===== src/rtl/tug_of_war_if.sv =====
// Board-level pin bundle for the tug-of-war game: switches, keys, LEDs and 7-segment digits.
// The master side drives switches/keys (board or bench); the slave side is the game logic.
interface tug_of_war_if;
    logic [9:0] SW;
    logic [3:0] KEY;
    logic [9:0] LEDR;
    logic [6:0] HEX0;
    logic [6:0] HEX1;
    logic [6:0] HEX2;
    logic [6:0] HEX3;
    logic [6:0] HEX4;
    logic [6:0] HEX5;

    modport master (
        output SW, KEY,
        input  LEDR, HEX0, HEX1, HEX2, HEX3, HEX4, HEX5
    );

    modport slave (
        input  SW, KEY,
        output LEDR, HEX0, HEX1, HEX2, HEX3, HEX4, HEX5
    );
endinterface


===== src/rtl/tug_of_war_top.sv =====
// Tug-of-war: KEY[0] player versus an LFSR computer pulling one lit LED along LEDR[9:1].
// Single game clock, one-cycle pulse per press, wins re-centre the field and bump a saturating score.

module tow_clock_divider #(
    parameter int WHICH_CLOCK = 15
) (
    input  logic clk,
    input  logic rst,
    output logic clk_out
);
    logic [31:0] count;

    always_ff @(posedge clk) begin
        if (rst) count <= 32'd0;
        else     count <= count + 32'd1;
    end

    assign clk_out = count[WHICH_CLOCK];
endmodule

module tow_computer (
    input  logic       clk,
    input  logic       rst,
    input  logic [8:0] threshold,
    output logic       comp_out
);
    logic [9:0] lfsr;

    // XNOR feedback keeps the all-zero reset state inside the sequence.
    always_ff @(posedge clk) begin
        if (rst) lfsr <= 10'd0;
        else     lfsr <= {lfsr[8:0], ~(lfsr[9] ^ lfsr[6])};
    end

    assign comp_out = ({1'b0, threshold} > lfsr);
endmodule

module tow_edge_detect (
    input  logic clk,
    input  logic rst,
    input  logic in,
    output logic pulse
);
    logic s1;
    logic s2;

    always_ff @(posedge clk) begin
        if (rst) begin
            s1 <= 1'b0;
            s2 <= 1'b0;
        end else begin
            s1 <= in;
            s2 <= s1;
        end
    end

    assign pulse = s1 & ~s2;
endmodule

module tow_light #(
    parameter bit RESET_ON = 1'b0
) (
    input  logic clk,
    input  logic rst,
    input  logic left,
    input  logic right,
    input  logic nl,
    input  logic nr,
    output logic on
);
    always_ff @(posedge clk) begin
        if (rst) on <= RESET_ON;
        else     on <= (left & ~right & nr) | (right & ~left & nl) | (on & ~(left ^ right));
    end
endmodule

module tow_victory (
    input  logic clk,
    input  logic rst,
    input  logic left,
    input  logic right,
    input  logic end_left,
    input  logic end_right,
    output logic p1_win,
    output logic p2_win
);
    always_ff @(posedge clk) begin
        if (rst) begin
            p1_win <= 1'b0;
            p2_win <= 1'b0;
        end else begin
            p1_win <= end_left & left & ~right;
            p2_win <= end_right & right & ~left;
        end
    end
endmodule

module tow_score (
    input  logic       clk,
    input  logic       rst,
    input  logic       win,
    output logic [6:0] hex
);
    logic [2:0] score;

    always_ff @(posedge clk) begin
        if (rst)                        score <= 3'd0;
        else if (win && score != 3'd7)  score <= score + 3'd1;
    end

    always_comb begin
        hex = 7'b1111111;
        case (score)
            3'd0: hex = 7'b1000000;
            3'd1: hex = 7'b1111001;
            3'd2: hex = 7'b0100100;
            3'd3: hex = 7'b0110000;
            3'd4: hex = 7'b0011001;
            3'd5: hex = 7'b0010010;
            3'd6: hex = 7'b0000010;
            3'd7: hex = 7'b1111000;
            default: hex = 7'b1111111;
        endcase
    end
endmodule

module tug_of_war_top #(
    parameter int WHICH_CLOCK = 15,
    parameter int USE_DIV_CLK = 0
) (
    input logic         CLOCK_50,
    tug_of_war_if.slave board
);
    logic        game_clk;
    logic        div_clk_bit;
    logic        rst;
    logic        playfield_reset;
    logic        comp_out;
    logic        left;
    logic        right;
    logic        p1_win;
    logic        p2_win;
    logic [10:0] field;

    assign rst             = board.SW[9] | playfield_reset;
    assign playfield_reset = p1_win | p2_win;

    tow_clock_divider #(.WHICH_CLOCK(WHICH_CLOCK)) u_div (
        .clk     (CLOCK_50),
        .rst     (rst),
        .clk_out (div_clk_bit)
    );

    assign game_clk = (USE_DIV_CLK != 0) ? div_clk_bit : CLOCK_50;

    tow_computer u_comp (
        .clk       (game_clk),
        .rst       (rst),
        .threshold (board.SW[8:0]),
        .comp_out  (comp_out)
    );

    tow_edge_detect u_edge_p1 (
        .clk   (game_clk),
        .rst   (rst),
        .in    (~board.KEY[0]),
        .pulse (left)
    );

    tow_edge_detect u_edge_p2 (
        .clk   (game_clk),
        .rst   (rst),
        .in    (comp_out),
        .pulse (right)
    );

    // field[0] and field[10] are the dark neighbours beyond each end of the playfield.
    assign field[0]  = 1'b0;
    assign field[10] = 1'b0;

    for (genvar i = 1; i <= 9; i++) begin : g_light
        tow_light #(.RESET_ON(i == 5)) u_light (
            .clk   (game_clk),
            .rst   (rst),
            .left  (left),
            .right (right),
            .nl    (field[i-1]),
            .nr    (field[i+1]),
            .on    (field[i])
        );
    end

    tow_victory u_victory (
        .clk       (game_clk),
        .rst       (rst),
        .left      (left),
        .right     (right),
        .end_left  (field[1]),
        .end_right (field[9]),
        .p1_win    (p1_win),
        .p2_win    (p2_win)
    );

    // Scores survive playfield re-centring; only the board reset clears them.
    tow_score u_score_p1 (
        .clk (game_clk),
        .rst (board.SW[9]),
        .win (p1_win),
        .hex (board.HEX0)
    );

    tow_score u_score_p2 (
        .clk (game_clk),
        .rst (board.SW[9]),
        .win (p2_win),
        .hex (board.HEX5)
    );

    assign board.LEDR = {field[9:1], 1'b0};
    assign board.HEX1 = 7'b1111111;
    assign board.HEX2 = 7'b1111111;
    assign board.HEX3 = 7'b1111111;
    assign board.HEX4 = 7'b1111111;
endmodule


===== src/flat_wrapper.sv =====
// flat-port wrapper written by rule: the top's interface ports become plain ports
module tug_of_war_top_flat 
#(
    parameter int WHICH_CLOCK = 15,
    parameter int USE_DIV_CLK = 0
)
  (CLOCK_50, board_SW, board_KEY, board_LEDR, board_HEX0, board_HEX1, board_HEX2, board_HEX3, board_HEX4, board_HEX5);
  tug_of_war_if board_i ();
  input logic CLOCK_50;
  input wire logic [$bits(board_i.SW)-1:0] board_SW;
  input wire logic [$bits(board_i.KEY)-1:0] board_KEY;
  output wire logic [$bits(board_i.LEDR)-1:0] board_LEDR;
  output wire logic [$bits(board_i.HEX0)-1:0] board_HEX0;
  output wire logic [$bits(board_i.HEX1)-1:0] board_HEX1;
  output wire logic [$bits(board_i.HEX2)-1:0] board_HEX2;
  output wire logic [$bits(board_i.HEX3)-1:0] board_HEX3;
  output wire logic [$bits(board_i.HEX4)-1:0] board_HEX4;
  output wire logic [$bits(board_i.HEX5)-1:0] board_HEX5;
  assign board_i.SW = board_SW;
  assign board_i.KEY = board_KEY;
  assign board_LEDR = board_i.LEDR;
  assign board_HEX0 = board_i.HEX0;
  assign board_HEX1 = board_i.HEX1;
  assign board_HEX2 = board_i.HEX2;
  assign board_HEX3 = board_i.HEX3;
  assign board_HEX4 = board_i.HEX4;
  assign board_HEX5 = board_i.HEX5;
  tug_of_war_top #(.WHICH_CLOCK(WHICH_CLOCK), .USE_DIV_CLK(USE_DIV_CLK)) u_core (.CLOCK_50(CLOCK_50), .board(board_i));
endmodule

===== config.mk =====
export PLATFORM = sky130hd
export DESIGN_NAME = tug_of_war_top_flat
export DESIGN_NICKNAME = d
export VERILOG_FILES = /design/src/rtl/tug_of_war_if.sv /design/src/rtl/tug_of_war_top.sv /design/src/flat_wrapper.sv
export SDC_FILE = /design/constraint.sdc
export NUM_CORES = 1
export LEC_CHECK = 0
export BUFFER_PORTS_ARGS = -buffer_cell sky130_fd_sc_hd__buf_2
export CAP_MARGIN = 15
export CORE_MARGIN = 4
export CORE_UTILIZATION = 50
export DETAILED_ROUTE_END_ITERATION = 6
export PLACE_DENSITY = 0.87
export SYNTH_ARGS = -nofsm -noshare
export SYNTH_HDL_FRONTEND = slang
export SYNTH_HIERARCHICAL = 1
export SYNTH_SLANG_ARGS = --single-unit
export TNS_END_PERCENT = 30

===== constraint.sdc =====
create_clock -name CLOCK_50 -period 5.25 [get_ports CLOCK_50]
set_clock_uncertainty 0.1 [all_clocks]
set_input_delay 0.525 -clock CLOCK_50 [delete_from_list [all_inputs] [get_ports CLOCK_50]]
set_output_delay 0.525 -clock CLOCK_50 [all_outputs]
set_load 0.02 [all_outputs]

==> results.md <==
Status:
- The run finished with clean final reports.

GRT:
- The largest net degree at the start of global routing is 26.
- The number of global-route vias before repair is 1578.
- The global route total overflow is 0.
- Global routing consumed, over all layers together, 13.7% of the routing resources.
- The global-route wire length before repair is 6.79 mm.
- The initial antenna violation count was 0.

Pwr:
- The fraction of power spent switching nets is 27.9%.
- Of the total power, registers draw 54.2%.
- In this run, the combinational gates consume a little over an eighth of the power.
- The clock share of power is about a third.
- The switching power total is roughly 0.00018 W.
- The total power divided by cell area is approximately 240 nW/um^2.
- In this run the static leakage power is between 1 and 1.5 nW.
- VDD sags by at most 0.000112 V.
- Cell internal power was estimated by the tool at 0.000473 W.

STA:
- Hold is met by 0.347 ns.
- Static timing analysis puts the maximum clock frequency at roughly 460 MHz.
- The final hold violation count is 0.
- At the pin with the least slew margin, the transition time is 0.815 ns.
- The worst pin sits at a relative slew slack of 45.7%.
- The post-route worst setup slack is 3.06 ns.
- The count of pins over their slew limit is 0.
- In the final timing run, aggregate negative setup slack is 0 ns.
- Setup violations remaining at the end of the flow were counted as 0.
- Setup repair after global routing left no endpoint under its margin.
- The post-route clock period utilization is 41.7%.
- The clock period minus final worst setup slack is 2.19 ns.

Place:
- Once detailed placement completed, the half-perimeter wirelength came to 3.06 mm.
- The routability congestion estimate is a little under 0.8.
- The count of input and output buffers is 34.
- Timing analysis after detailed placement gives a worst setup slack of about 3 ns.

Logic synthesis:
- Yosys attributes the largest share of cell area to sky130_fd_sc_hd__dfxtp_1 (36%), sky130_fd_sc_hd__ha_1 (20%), sky130_fd_sc_hd__buf_4 (8.7%).
- In the synthesized netlist, the cells that appear most often are sky130_fd_sc_hd__dfxtp_1 (45), sky130_fd_sc_hd__ha_1 (41), sky130_fd_sc_hd__inv_1 (39).
- The biggest area contributor in the post-synthesis netlist is sky130_fd_sc_hd__dfxtp_1.
- The count of flip-flops with a built-in enable after synthesis is 0.
- The number of register bits inferred by synthesis is 45.
- By instance count, the leading cell after synthesis is sky130_fd_sc_hd__dfxtp_1.
- The top cell type by area accounts for 35.9% of the synthesized area.
- The cell count after synthesis is 248.
- In this run the mean area of a mapped cell was 10.1 sq um.
- The number of distinct library cells after synthesis is 44.
- Among all flip-flop cells after synthesis, the most frequent one is sky130_fd_sc_hd__dfxtp_1.
- The sequential-to-total area share from yosys stat is 35.9%.
- Yosys printed 6 warnings.
- The cell area that synthesis handed to floorplanning was 2510 sq um.
- For this run, asynchronously set or reset flops after synthesis account for 0%.

Final layout:
- The post-route netlist has 20.8% of its cells at a drive strength greater than 1.
- The area growth from synthesis to layout is 8.78%.
- The number of antenna cells inserted is 0.
- At the end of the flow the core is filled with cells to a little under three fifths.
- At the end of the flow, the number of nets in the layout was 343.

Setup path:
- The critical path class is reg -> reg.
- The worst register-to-register path has a setup slack of 3.06 ns.
- The logic depth of the worst register-to-register path is 7.
- For the worst setup path, the data required time is 5.34 ns.
- The worst setup path is captured at a flop.
- The highest net fanout along the worst path is 6.
- STA classifies the critical path startpoint as a flop.
- Data on the critical path arrives at its endpoint at between 2 and 2.5 ns.

Die:
- The initial utilization of the core area, before any placement, comes to 52.4%.
- The die extent in y is 78.8 microns.
- In this run the horizontal extent of the chip is just under 80 microns.
- The number of top-level design ports is 67.
- The number of standard-cell rows in the floorplan is 25.
- The placeable core region is around 4800 sq um.
- The total die area is 6210 sq um.

CTS:
- The clock insertion delay at the later pin of the skew report is 0.30 ns.
- CTS saw 45 sinks.
- The number of hold buffers added after CTS was 0.
- The post-cts gate resize count is 0.
- Clock tree synthesis selected as its root buffer the cell sky130_fd_sc_hd__clkbuf_8.
- The H-tree was split into 2 levels.
- The post-CTS repair timing setup buffer count is 0.
- The clock tree from TritonCTS is built.
- Clock tree synthesis inserted a total of 5 buffers.
- The clock-pin transition on the worst setup and hold timing paths is about 0.080 ns.
- The number of buffers on the longest clock path is 2.

Route:
- The detailed-routing iteration count for the pre-antenna-repair pass is 4.
- The DRC violation count after routing is 0.
- Dividing the detail-routed via count by the number of cells gives about 4.6.
- In this run, the number of DRC markers left after iteration 0 of detailed routing was 96.
- The via count is 1620.
- Wires add up to 3.92 mm.
- The average wire per standard cell is 11.0 microns.
- The number of routed nets with antenna violations is 0.

Min path:
- The type of the tightest min-delay check is reg -> reg.
- Counting instances, the worst hold path has a depth of 2.

Flow run:
- The count of maximum capacitance violations is 0.
layout by cell type, fill, tap and decap left out, types with 2 or more instances in the layout:
cell type                   count
sky130_fd_sc_hd__mux2i_4        2
sky130_fd_sc_hd__buf_2         34
sky130_fd_sc_hd__inv_1         39
sky130_fd_sc_hd__nor2b_1        7
sky130_fd_sc_hd__nor2_1        19
sky130_fd_sc_hd__a21oi_1        4
sky130_fd_sc_hd__nand3_1        3
sky130_fd_sc_hd__nand2b_1       2
sky130_fd_sc_hd__clkbuf_8       5
sky130_fd_sc_hd__a222oi_1       8
sky130_fd_sc_hd__mux2i_1        9
sky130_fd_sc_hd__o21ai_1        2
sky130_fd_sc_hd__ha_1          41
sky130_fd_sc_hd__and4bb_2       3
sky130_fd_sc_hd__nor2b_2        3
sky130_fd_sc_hd__nand4bb_1      2
sky130_fd_sc_hd__dfxtp_1       45
sky130_fd_sc_hd__and2_1         2
sky130_fd_sc_hd__conb_1        31
cell type report:
cell class              instances  area, sq um
fillers                       430         2060
multi-input cells             160         1330
flip-flops and latches         45          901
repair buffers                 34          170
inverters                      41          156
well taps                      67         83.8
clock buffers                   5         68.8
clock inverters                 3         21.3
power by group through the flow:
| stage | Sequential, W | Combinational (W) | Clock, W |
|---|---|---|---|
| CTS | 0.000355 | 0.0000868 | 0.000223 |
| floorplan | 0.000367 | 0.0000772 | 0 |
| global route | 0.000356 | 0.0000994 | 0.000239 |
| global placement | 0.000363 | 0.0000816 | 0 |
| detailed placement | 0.000363 | 0.0000865 | 0 |
| finish | 0.000355 | 0.0000863 | 0.000214 |
registers in the layout, indices dropped and copies added, names as in the netlist:
name,cells
u_core/u_comp/lfsr,10
u_core/u_victory/p1_win,1
u_core/u_edge_p2/s1,1
u_core/u_score_p2/score,3
u_core/u_score_p1/score,3
u_core/u_score_p1/hex,7
u_core/u_score_p2/hex,7
u_core/u_edge_p1/s1,1
u_core/u_edge_p1/s2,1
u_core/g_light.u_light/on,9
u_core/u_victory/p2_win,1
u_core/u_edge_p2/s2,1
critical path, cell delays in order, from the launching register on:
cell	delay [ns]
sky130_fd_sc_hd__dfxtp_1	0.33
sky130_fd_sc_hd__ha_1	0.21
sky130_fd_sc_hd__ha_1	0.23
sky130_fd_sc_hd__nor2b_4	0.25
sky130_fd_sc_hd__mux2i_4	0.36
sky130_fd_sc_hd__inv_2	0.09
sky130_fd_sc_hd__ha_1	0.21
sky130_fd_sc_hd__mux2_1	0.29
through the flow:
step | instances | area [sq um] | power [W]
finish | 355 | 2730 | 0.000655
global route | 355 | 2730 | 0.000694
CTS | 355 | 2730 | 0.000665
detailed placement | 347 | 2640 | 0.000450
global placement | 347 | 2640 | 0.000445
floorplan | 277 | 2620 | 0.000444
worst paths after layout:
| path | end | startpoint |
|---|---|---|
| worst min register to register | u_core/u_comp/lfsr[8]$_SDFF_PP0_ | u_core/u_comp/lfsr[7]$_SDFF_PP0_ |
| worst min-delay path | u_core/u_comp/lfsr[8]$_SDFF_PP0_ | u_core/u_comp/lfsr[7]$_SDFF_PP0_ |
| worst max-delay path | u_core/u_score_p1/hex[0]$_DFF_P_ | u_core/u_score_p1/score[0]$_SDFFE_PP0P_ |
| worst max register to register | u_core/u_score_p1/hex[0]$_DFF_P_ | u_core/u_score_p1/score[0]$_SDFFE_PP0P_ |
routing by layer:
| layer | global-route usage (%) | share of wire, % |
|---|---|---|
| met3 | 3.40 | 5.6 |
| met4 | 6.87 | 2.2 |
| met2 | 24.4 | 51 |
| met1 | 15.0 | 41 |
| met5 | 0 | 0 |
logic make-up after synthesis:
group | share of synthesized area, %
buffers and inverters | 15.5
and+or+nand+nor | 13.3
DFF | 35.9
adders and majority gates | 20.4
AOI/OAI and AO/OA | 7.78
muxes | 6.43
other | 0.299
xor gates and xnor gates | 0.349
(Power assumes the default switching activity.)
